### src/rtl/snake_pkg.sv
// Shared definitions for the snake game flow controller.
//   state_t : game-flow FSM state encoding, also exported on the state port
//   BCD_W   : width of one BCD score digit
package snake_pkg;

  localparam int BCD_W = 4;

  typedef enum logic [2:0] {
    ST_IDLE  = 3'd0,
    ST_CLEAR = 3'd1,
    ST_RUN   = 3'd2,
    ST_PAUSE = 3'd3,
    ST_DYING = 3'd4,
    ST_OVER  = 3'd5
  } state_t;

endpackage

### src/rtl/snake_game_ctrl_bcd_score_counter.sv
// Two-digit BCD score counter, wraps 99 -> 00.
//   clk_pix, reset_n : clock and asynchronous active-low reset
//   clr              : synchronous clear to 00 (has priority over inc)
//   inc              : add one to the score
//   tens, ones       : BCD digits
module bcd_score_counter
  import snake_pkg::*;
(
  input  logic             clk_pix,
  input  logic             reset_n,
  input  logic             clr,
  input  logic             inc,
  output logic [BCD_W-1:0] tens,
  output logic [BCD_W-1:0] ones
);

  logic [BCD_W-1:0] tens_q, tens_d;
  logic [BCD_W-1:0] ones_q, ones_d;

  always_comb begin
    tens_d = tens_q;
    ones_d = ones_q;
    if (clr) begin
      tens_d = '0;
      ones_d = '0;
    end else if (inc) begin
      if (ones_q == BCD_W'(9)) begin
        ones_d = '0;
        tens_d = (tens_q == BCD_W'(9)) ? '0 : tens_q + BCD_W'(1);
      end else begin
        ones_d = ones_q + BCD_W'(1);
      end
    end
  end

  always_ff @(posedge clk_pix or negedge reset_n) begin
    if (!reset_n) begin
      tens_q <= '0;
      ones_q <= '0;
    end else begin
      tens_q <= tens_d;
      ones_q <= ones_d;
    end
  end

  assign tens = tens_q;
  assign ones = ones_q;

endmodule

### src/rtl/snake_game_ctrl.sv
// Game-flow controller for the snake game.
// Sequences IDLE/CLEAR/RUN/PAUSE/DYING/OVER, turns the base tick into the
// snake move tick (slowed by a level-dependent divider), holds the datapath
// in soft reset outside play, keeps the BCD score and the speed level, and
// produces the death-flash blink.
//   clk_pix, reset_n         : clock, asynchronous active-low reset
//   tick_in, frame_start     : base game tick and frame start pulses
//   btn_start_n, btn_pause_n : debounced active-low buttons (level)
//   eat_evt, self_hit        : apple eaten pulse, self-collision flag
//   tick_run, core_rst_n     : move pulse and soft reset to the datapath
//   state, score_tens/ones   : FSM state and BCD score for the renderer
//   level, blink             : speed level and death-flash enable
module snake_game_ctrl
  import snake_pkg::*;
#(
  parameter int BASE_DIV     = 4,
  parameter int MIN_DIV      = 1,
  parameter int LEVEL_STEP   = 5,
  parameter int DEATH_FRAMES = 60,
  parameter int SOFT_RST_CYC = 4
) (
  input  logic             clk_pix,
  input  logic             reset_n,
  input  logic             tick_in,
  input  logic             frame_start,
  input  logic             btn_start_n,
  input  logic             btn_pause_n,
  input  logic             eat_evt,
  input  logic             self_hit,
  output logic             tick_run,
  output logic             core_rst_n,
  output logic [2:0]       state,
  output logic [BCD_W-1:0] score_tens,
  output logic [BCD_W-1:0] score_ones,
  output logic [2:0]       level,
  output logic             blink
);

  localparam int DIV_W = $clog2(BASE_DIV + 1);
  localparam int EAT_W = $clog2(LEVEL_STEP + 1);
  localparam int CLR_W = $clog2(SOFT_RST_CYC + 1);

  state_t           state_q, state_d;
  logic [DIV_W-1:0] div_cnt_q, div_cnt_d;
  logic [EAT_W-1:0] eat_cnt_q, eat_cnt_d;
  logic [2:0]       level_q, level_d;
  logic [6:0]       frame_cnt_q, frame_cnt_d;
  logic [CLR_W-1:0] clr_cnt_q, clr_cnt_d;
  logic             tick_run_q, tick_run_d;
  logic             core_rst_n_q, core_rst_n_d;
  logic             blink_q, blink_d;
  logic             start_prev_q, pause_prev_q;

  logic             start_press, pause_press;
  logic [DIV_W-1:0] cur_div;
  logic             at_min;
  logic             score_clr, score_inc;

  // Press = previous sample released, current sample pressed; a held
  // button therefore yields a single pulse.
  assign start_press = start_prev_q & ~btn_start_n;
  assign pause_press = pause_prev_q & ~btn_pause_n;

  // cur_div = max(BASE_DIV - level, MIN_DIV)
  always_comb begin
    if (int'(level_q) >= BASE_DIV - MIN_DIV) cur_div = DIV_W'(MIN_DIV);
    else                                     cur_div = DIV_W'(BASE_DIV - int'(level_q));
  end
  assign at_min = (cur_div == DIV_W'(MIN_DIV));

  always_comb begin
    state_d     = state_q;
    div_cnt_d   = div_cnt_q;
    eat_cnt_d   = eat_cnt_q;
    level_d     = level_q;
    frame_cnt_d = '0;
    clr_cnt_d   = '0;
    tick_run_d  = 1'b0;
    score_clr   = 1'b0;
    score_inc   = 1'b0;

    case (state_q)
      ST_IDLE: begin
        if (start_press) state_d = ST_CLEAR;
      end

      ST_CLEAR: begin
        score_clr = 1'b1;
        div_cnt_d = '0;
        eat_cnt_d = '0;
        level_d   = '0;
        clr_cnt_d = clr_cnt_q + CLR_W'(1);
        if (clr_cnt_q == CLR_W'(SOFT_RST_CYC - 1)) state_d = ST_RUN;
      end

      ST_RUN: begin
        if (tick_in) begin
          // >= rather than == so a level-up that shrinks the divider below
          // the current count still wraps on the next tick.
          if (div_cnt_q >= cur_div - DIV_W'(1)) begin
            div_cnt_d  = '0;
            tick_run_d = ~self_hit;
          end else begin
            div_cnt_d = div_cnt_q + DIV_W'(1);
          end
        end
        if (eat_evt) begin
          score_inc = 1'b1;
          if (eat_cnt_q == EAT_W'(LEVEL_STEP - 1)) begin
            eat_cnt_d = '0;
            if (!at_min) level_d = level_q + 3'd1;
          end else begin
            eat_cnt_d = eat_cnt_q + EAT_W'(1);
          end
        end
        if (self_hit)         state_d = ST_DYING;
        else if (pause_press) state_d = ST_PAUSE;
      end

      ST_PAUSE: begin
        if (pause_press) state_d = ST_RUN;
      end

      ST_DYING: begin
        frame_cnt_d = frame_cnt_q;
        if (frame_start) begin
          if (frame_cnt_q == 7'(DEATH_FRAMES - 1)) begin
            frame_cnt_d = '0;
            state_d     = ST_OVER;
          end else begin
            frame_cnt_d = frame_cnt_q + 7'd1;
          end
        end
      end

      ST_OVER: begin
        if (start_press) state_d = ST_CLEAR;
      end

      default: state_d = ST_IDLE;
    endcase

    // Frame count is 0 on entry, so blink starts at 1 and flips every 8 frames.
    blink_d      = (state_d == ST_DYING) && !frame_cnt_d[3];
    core_rst_n_d = (state_d != ST_IDLE) && (state_d != ST_CLEAR);
  end

  always_ff @(posedge clk_pix or negedge reset_n) begin
    if (!reset_n) begin
      state_q      <= ST_IDLE;
      div_cnt_q    <= '0;
      eat_cnt_q    <= '0;
      level_q      <= '0;
      frame_cnt_q  <= '0;
      clr_cnt_q    <= '0;
      tick_run_q   <= 1'b0;
      core_rst_n_q <= 1'b0;
      blink_q      <= 1'b0;
      start_prev_q <= 1'b1;
      pause_prev_q <= 1'b1;
    end else begin
      state_q      <= state_d;
      div_cnt_q    <= div_cnt_d;
      eat_cnt_q    <= eat_cnt_d;
      level_q      <= level_d;
      frame_cnt_q  <= frame_cnt_d;
      clr_cnt_q    <= clr_cnt_d;
      tick_run_q   <= tick_run_d;
      core_rst_n_q <= core_rst_n_d;
      blink_q      <= blink_d;
      start_prev_q <= btn_start_n;
      pause_prev_q <= btn_pause_n;
    end
  end

  bcd_score_counter u_score (
    .clk_pix (clk_pix),
    .reset_n (reset_n),
    .clr     (score_clr),
    .inc     (score_inc),
    .tens    (score_tens),
    .ones    (score_ones)
  );

  assign state      = state_q;
  assign tick_run   = tick_run_q;
  assign core_rst_n = core_rst_n_q;
  assign level      = level_q;
  assign blink      = blink_q;

endmodule
### config.mk
export PLATFORM = sky130hd
export DESIGN_NAME = snake_game_ctrl
export DESIGN_NICKNAME = d
export VERILOG_FILES = /design/src/rtl/snake_pkg.sv /design/src/rtl/snake_game_ctrl_bcd_score_counter.sv /design/src/rtl/snake_game_ctrl.sv
export SDC_FILE = /design/constraint.sdc
export NUM_CORES = 1
export LEC_CHECK = 0
export CAP_MARGIN = 25
export CORE_MARGIN = 4
export CORE_UTILIZATION = 55
export CTS_CLUSTER_DIAMETER = 40
export DETAILED_ROUTE_END_ITERATION = 8
export GPL_TIMING_DRIVEN = 0
export PLACE_DENSITY = 0.85
export SLEW_MARGIN = 10
export SYNTH_ARGS = -nofsm -noshare
export SYNTH_HDL_FRONTEND = slang
export SYNTH_HIERARCHICAL = 1
export SYNTH_SLANG_ARGS = --single-unit
### constraint.sdc
create_clock -name clk_pix -period 2.86 [get_ports clk_pix]
set_input_delay 0.572 -clock clk_pix [delete_from_list [all_inputs] [get_ports clk_pix]]
set_output_delay 0.572 -clock clk_pix [all_outputs]
set_load 0.005 [all_outputs]
Yosys cells after proc, flatten, opt, wreduce, memory -nomap -nowiden
Index checks and enable logic that the tools add are counted.
{"block": "word_totals", "memories": 0, "mem_bits_ro": 0, "wordCells": 97, "ram_bits": 0, "ff_bits": 35, "latch_bits": 0, "in_bits": 8, "out_inout_bits": 17}
{"block": "op_classes", "bitwise_logic": 5, "magnitude_cmp": 2, "n_mul": 0, "n_reduce_logical": 13, "eq_ne": 18, "n_shift": 0, "n_mux": 36, "add_sub_neg": 9, "n_div": 0}
{"operator": "$mux 3", "n": 16}
{"operator": "$mux 4", "n": 7}
{"operator": "$mux 7", "n": 3}
{"operator": "$pmux 3 s2", "n": 3}
{"operator": "$pmux 3 s5", "n": 1}
{"operator": "$add 3x1->3 const B", "n": 4}
{"operator": "$eq 3x3->1 const B", "n": 4}
{"operator": "$ne 2x2->1 const B", "n": 5}
{"operator": "$eq 3x2->1 const B", "n": 3}
{"operator": "$add 4x1->4 const B", "n": 2}
{"operator": "$eq 4x4->1 const B", "n": 2}
{"operator": "$add 7x1->7 const B", "n": 1}
{"operator": "$eq 7x6->1 const B", "n": 1}
{"operator": "$eq 3x1->1 const B", "n": 2}
{"operator": "$mux 1", "n": 6}
{"operator": "$reduce_and 2->1", "n": 3}
{"operator": "$reduce_bool 2->1", "n": 3}
{"operator": "$reduce_and 4->1", "n": 1}
{"operator": "$ge 3x2->1 const B", "n": 1}
{"operator": "$ge 3x3->1", "n": 1}
{"operator": "$logic_not 3->1", "n": 1}
{"operator": "$ne 3x1->1 const B", "n": 1}
{"operator": "$not 1->1", "n": 3}
{"operator": "$reduce_bool 3->1", "n": 1}
{"operator": "6 further kinds", "n": 8}

Longest topological paths before layout
Gate-level depths: netlist (run 1).
{"block": "logic_depth", "depth_word": 7, "depth_mapped": 11, "ltp_nobuf": 11}

By module
The synthesis (run 1) kept the hierarchy.
{"module": "snake_game_ctrl", "instances": 1, "area_per_inst_um2": 1503.9, "cells_per_inst": 144, "seq_area_each_um2": 678.2}
{"module": "bcd_score_counter", "instances": 1, "area_per_inst_um2": 461.7, "cells_per_inst": 44, "seq_area_each_um2": 200.2}

Worst setup path before layout (run 1)
Ideal clock, no wire load.
{"block": "synth_timing", "path_type": "reg-to-reg", "startpoint": "register level_q[0], in the netlist level[0]", "endpoint": "register div_cnt_q[0]", "stages_incl_launch_ff": 12, "arrival_time_ns": 2.433, "path_buffers": 0, "required_time_ns": 2.795, "period_less_slack_ns": 2.498, "setup_ns": 0.065, "setup_slack_ns": 0.362, "cell_sequence": "dfrtp_1 > ha_1 > ha_1 > a211oi_1 > nand2_1 > ha_1 > xor2_1 > ha_1 > a21o_1 > a31oi_1 > o211a_1 > mux2_2"}
{"block": "synth_between", "elab_chain_len": 7, "word_cells_on_any_way": 8, "cone_classes": "2 x add/sub; 2 x order compare; 4 x mux"}
{"item": "from (decl)", "line": "snake_game_ctrl.sv:46", "text": "logic [2:0] level_q, level_d;"}
{"item": "from (signal assigned)", "line": "snake_game_ctrl.sv:165", "text": "level_q <= level_d;"}
{"item": "$sub 3x3->3 or $ge 3x2->1 (tied branches)", "line": "snake_game_ctrl.sv:67, snake_game_ctrl.sv:66"}
{"item": "$mux 3 (*)", "line": "snake_game_ctrl.sv:66", "text": "if (int'(level_q) >= BASE_DIV - MIN_DIV) cur_div = DIV_W'(MIN_DIV);"}
{"item": "$sub 3x1->3 (*)", "line": "snake_game_ctrl.sv:100", "text": "if (div_cnt_q >= cur_div - DIV_W'(1)) begin"}
{"item": "$ge 3x3->1 (*)", "line": "snake_game_ctrl.sv:100"}
{"item": "$mux 3 (*)", "line": "snake_game_ctrl.sv:100"}
{"item": "$mux 3 (*)", "line": "snake_game_ctrl.sv:97", "text": "if (tick_in) begin"}
{"item": "$pmux 3 s2 (*)", "line": "snake_game_ctrl.sv:82", "text": "case (state_q)"}
{"item": "to (signal assigned)", "line": "snake_game_ctrl.sv:163", "text": "div_cnt_q <= div_cnt_d;"}
{"item": "to (decl)", "line": "snake_game_ctrl.sv:44", "text": "logic [DIV_W-1:0] div_cnt_q, div_cnt_d;"}
Mark *: on every way between the ends. The rest lies on a longest branch, timed or not. The select of a mux whose other input is x is not followed.
A chain may end at the register's enable or synchronous reset.

Final worst setup path (run 1)
Same ends and word-level chain as after synthesis.

==> results.md, run 1 <==
- CP Launch Type: flop
- Synth Area in XOR/XNOR: 0.0223
- Std-Cell Core Area: 3390 um^2
- Main combinational cell family by area after synthesis: simple AND/OR/NAND/NOR gates
- Library cells used by synthesis: 54
- Final Hold Viols: 0
- Most common cell in the netlist: dfrtp_1
- CTS tree: built
- DRT Wirelength: 3700 um
- Crit path top cell by count: ha_1
- EDFF count, synth: 0
- CP Capture Type: flop
- Max incr delay on CP: 450 ps
- RSZ-0062 raised after global routing: no
- Fraction of registers with async set/reset: 1.00
- First-pass GRT wire length: 6490 um
- Die X-Extent: 67.8 um
- CP delay by family, top: adder cells
- Setup TNS: 0 ps
- YS warnings: 6
- Post-Route Utilization: 0.685
- Sequential Area: 878 um^2
- Synth Area in Adders: 0.115
- Synth Register Bits: 35
- CTS Hold Bufs: 0
- Wirelength per Cell: 13.9 um
- Compound-gate portion of the synthesized area: 0.153
- Root Buffer: clkbuf_4
- Fin crit period: 2670 ps
- Synth Flop Type: dfrtp_1
- Fin crit share: 0.935
- Syn Inst Count: 188
- Top post-synthesis cells by area: dfrtp_1 42%, ha_1 11%, inv_1 3.8%, dfstp_2 2.7%, nand2_1 2.7%
- Layout cells sized above 1: 0.114
- DP HPWL: 2600 um
- Max Slew Vio Count: 0
- Chip height: 67.8 um
- N_diodes: 0
- Post-Syn Area: 1970 um^2
- Most frequent cells after synthesis: 33 x dfrtp_1, 20 x inv_1, 18 x ha_1
- CTS Sinks: 35
- Achievable Freq: 374 MHz
- DRT iter0 DRCs: 125
- Multi-input logic area: 996 um^2
- Area leader, netlist: dfrtp_1
- Critical path class: reg2reg
- CP Cell Sequence: ha_1 -> ha_1 -> or3_1 -> inv_1 -> ha_1 -> xor2_1 -> ha_1 -> a21o_1 -> a31oi_2 -> o211a_1 -> mux2_2
- Vias in the first global route: 1449
- Static Leak: 1.09 nW
- IO buf count: 24
- Std-Cell Rows: 21
- GRT Overall Usage: 0.186
- Ports: 25
- Setup violators final: 0
- Simple-Gate Fraction of Synth Area: 0.190
- Bufs on Longest Clock Path: 2
- Total setup buffers inserted after CTS: 0
- Final setup skew: 18.5 ps
- Rel. slew slack: 0.424
- Number of fill cells: 255
- Final #Nets: 245
- Initial Util: 0.580
- GRT overflow: 0
- Cts bufs inserted: 5
- Vias: 1503
- CP max stage cell: dfrtp_1
- Worst min path class: in2async
- Post-Syn Nets: 214
- Worst-skew pair later-pin latency: 350 ps
- Data arrival, critical path: 2960 ps
- Maximum VDD drop: 0.000378 V
- Die area: 4590 um^2
- Critical path peak fanout: 5
- WP data required: 3140 ps
- Area delta synth->final: 18.2%
- Avg Cell Area, Syn: 10.5 um^2
- Max cap viols: 0
- CTS H-tree lvls: 2
- Largest net degree at the start of global routing: 36
- Seq/Total Area, Yosys: 0.447
- Initial antenna violation count: 0
- PD cells: 598 nW/um^2
- Status: finished, final reports clean
- Worst-path clk slew: 120 ps
- CP bufs+invs: 1
- Gpl congestion: 0.828
- Share of the synthesized area in the top cell type: 0.420
- Drt first pass iters: 4
- Worst Tran Pin Value: 860 ps
- DRC errors left: 0
- Mux cell area share after synthesis: 0.0210
- Vias per Instance: 5.65
- ANT nets after route: 0
-- registers in the layout, summed over array words and instances (netlist names) --
name          flops
clr_cnt_q         3
frame_cnt_q       7
eat_cnt_q         3
pause_prev_q      1
blink             1
div_cnt_q         3
start_prev_q      1
core_rst_n        1
tick_run          1
state             3
level             3
u_score/tens      4
u_score/ones      4
-- where the power goes --
part	switching (W)	leakage, nW	internal (W)
logic	0.000282	0.591	0.000224
registers	0.0000525	0.474	0.000560
clock network	0.000175	0.0282	0.0000948
total	0.000509	1.09	0.000879
-- cells by family after synthesis --
kind of cell | Yosys count
AO/OA/AOI/OAI | 40
XOR/XNOR | 5
flip-flops | 35
adder cells (fa/ha/maj) | 18
multiplexers | 4
buffers and inverters | 24
AND/OR/NAND/NOR | 62
-- through the flow --
| stage | total power, W | hold slack (ps) | instance area [um^2] | worst slack, ps | cells |
|---|---|---|---|---|---|
| floorplan | 0.000946 | 276 | 1970 | 362 | 188 |
| global placement | 0.00111 | 429 | 2260 | 200 | 258 |
| detailed placement | 0.00113 | 444 | 2260 | 139 | 258 |
| CTS | 0.00139 | 299 | 2310 | 95.1 | 266 |
| global route | 0.00149 | 336 | 2320 | 6.22 | 266 |
| finish | 0.00139 | 281 | 2320 | 185 | 266 |
-- worst register-to-register path, cell delays in order (launching register included) --
cell	delay (ps)
dfrtp_1	450
ha_1	230
ha_1	200
or3_1	350
inv_1	90
ha_1	160
xor2_1	150
ha_1	270
a21o_1	200
a31oi_2	200
o211a_1	190
mux2_2	150
-- cell type report --
class                      count  share of cell area
buffer                         3             0.00969
clock buffer                   6              0.0178
clock inverter                 2             0.00539
inverter                      21              0.0345
multi-input combinational    129               0.429
sequential                    35               0.378
tap                           46              0.0248
timing repair buffer          24               0.101
-- routing by layer --
layer  up-vias  global-route usage  wire [um]
met3         6              0.0483        170
met5         -                   0          0
li1        748                   -          -
met2        28               0.281       1740
met1       721               0.250       1720
met4         0              0.0819         61
-- worst paths after layout --
path | to | slack (ps) | depth (start not counted) | from
max in group asynchronous | level[2]$_DFFE_PN0P_ | 2070 | 1 | reset_n
worst min register to register | clr_cnt_q[0]$_DFF_PN0_ | 460 | 1 | clr_cnt_q[0]$_DFF_PN0_
worst min-delay path | blink$_DFF_PN0_ | 280 | 1 | reset_n
worst max register to register | div_cnt_q[0]$_DFFE_PN0P_ | 190 | 11 | level[0]$_DFFE_PN0P_
worst max-delay path | div_cnt_q[0]$_DFFE_PN0P_ | 190 | 11 | level[0]$_DFFE_PN0P_
min in group clk_pix | clr_cnt_q[0]$_DFF_PN0_ | 460 | 1 | clr_cnt_q[0]$_DFF_PN0_
-- layout by cell type, fill, tap and decap left out, types with 2 or more instances in the layout --
cell and n:
clkbuf_1 2, nand3_1 9, ha_1 18, nand3b_1 4
nand2_1 14, xor2_1 4, o22ai_1 3, a22o_1 3
clkdlybuf4s50_1 23, o21ai_0 7, dfstp_2 2, inv_1 20
clkbuf_4 5, clkinv_2 2, mux2i_1 3, nand4_1 3
a311oi_1 3, nand2b_1 4, and3_1 2, nor2_1 10
a31oi_2 2, nor2b_1 3, a41oi_1 2, a21oi_1 6
dfrtp_1 33, o2111ai_1 2
-- what timing repair did --
item                       4_1_cts  5_1_grt
gates resized for setup          0        2
hold endpoints to repair         0        0
setup endpoints to repair        0        2
Power figures use the tool's default switching activity.
==> run 2: changes to the inputs <==
--- a/config.mk
+++ b/config.mk
@@ -6,5 +6,5 @@
 export NUM_CORES = 1
 export LEC_CHECK = 0
-export CAP_MARGIN = 25
+export CAP_MARGIN = 20
 export CORE_MARGIN = 4
 export CORE_UTILIZATION = 55
==> constraint.sdc (replaced) <==
create_clock -name clk_pix -period 2.86 [get_ports clk_pix]
set_input_delay 0.715 -clock clk_pix [delete_from_list [all_inputs] [get_ports clk_pix]]
set_output_delay 0.715 -clock clk_pix [all_outputs]
set_load 0.005 [all_outputs]
==> results of run 2 <==
The final DEF is identical to that of run 1. Status: finished, final reports clean.
Main changes from that run: hold slack 281 ps -> 424 ps
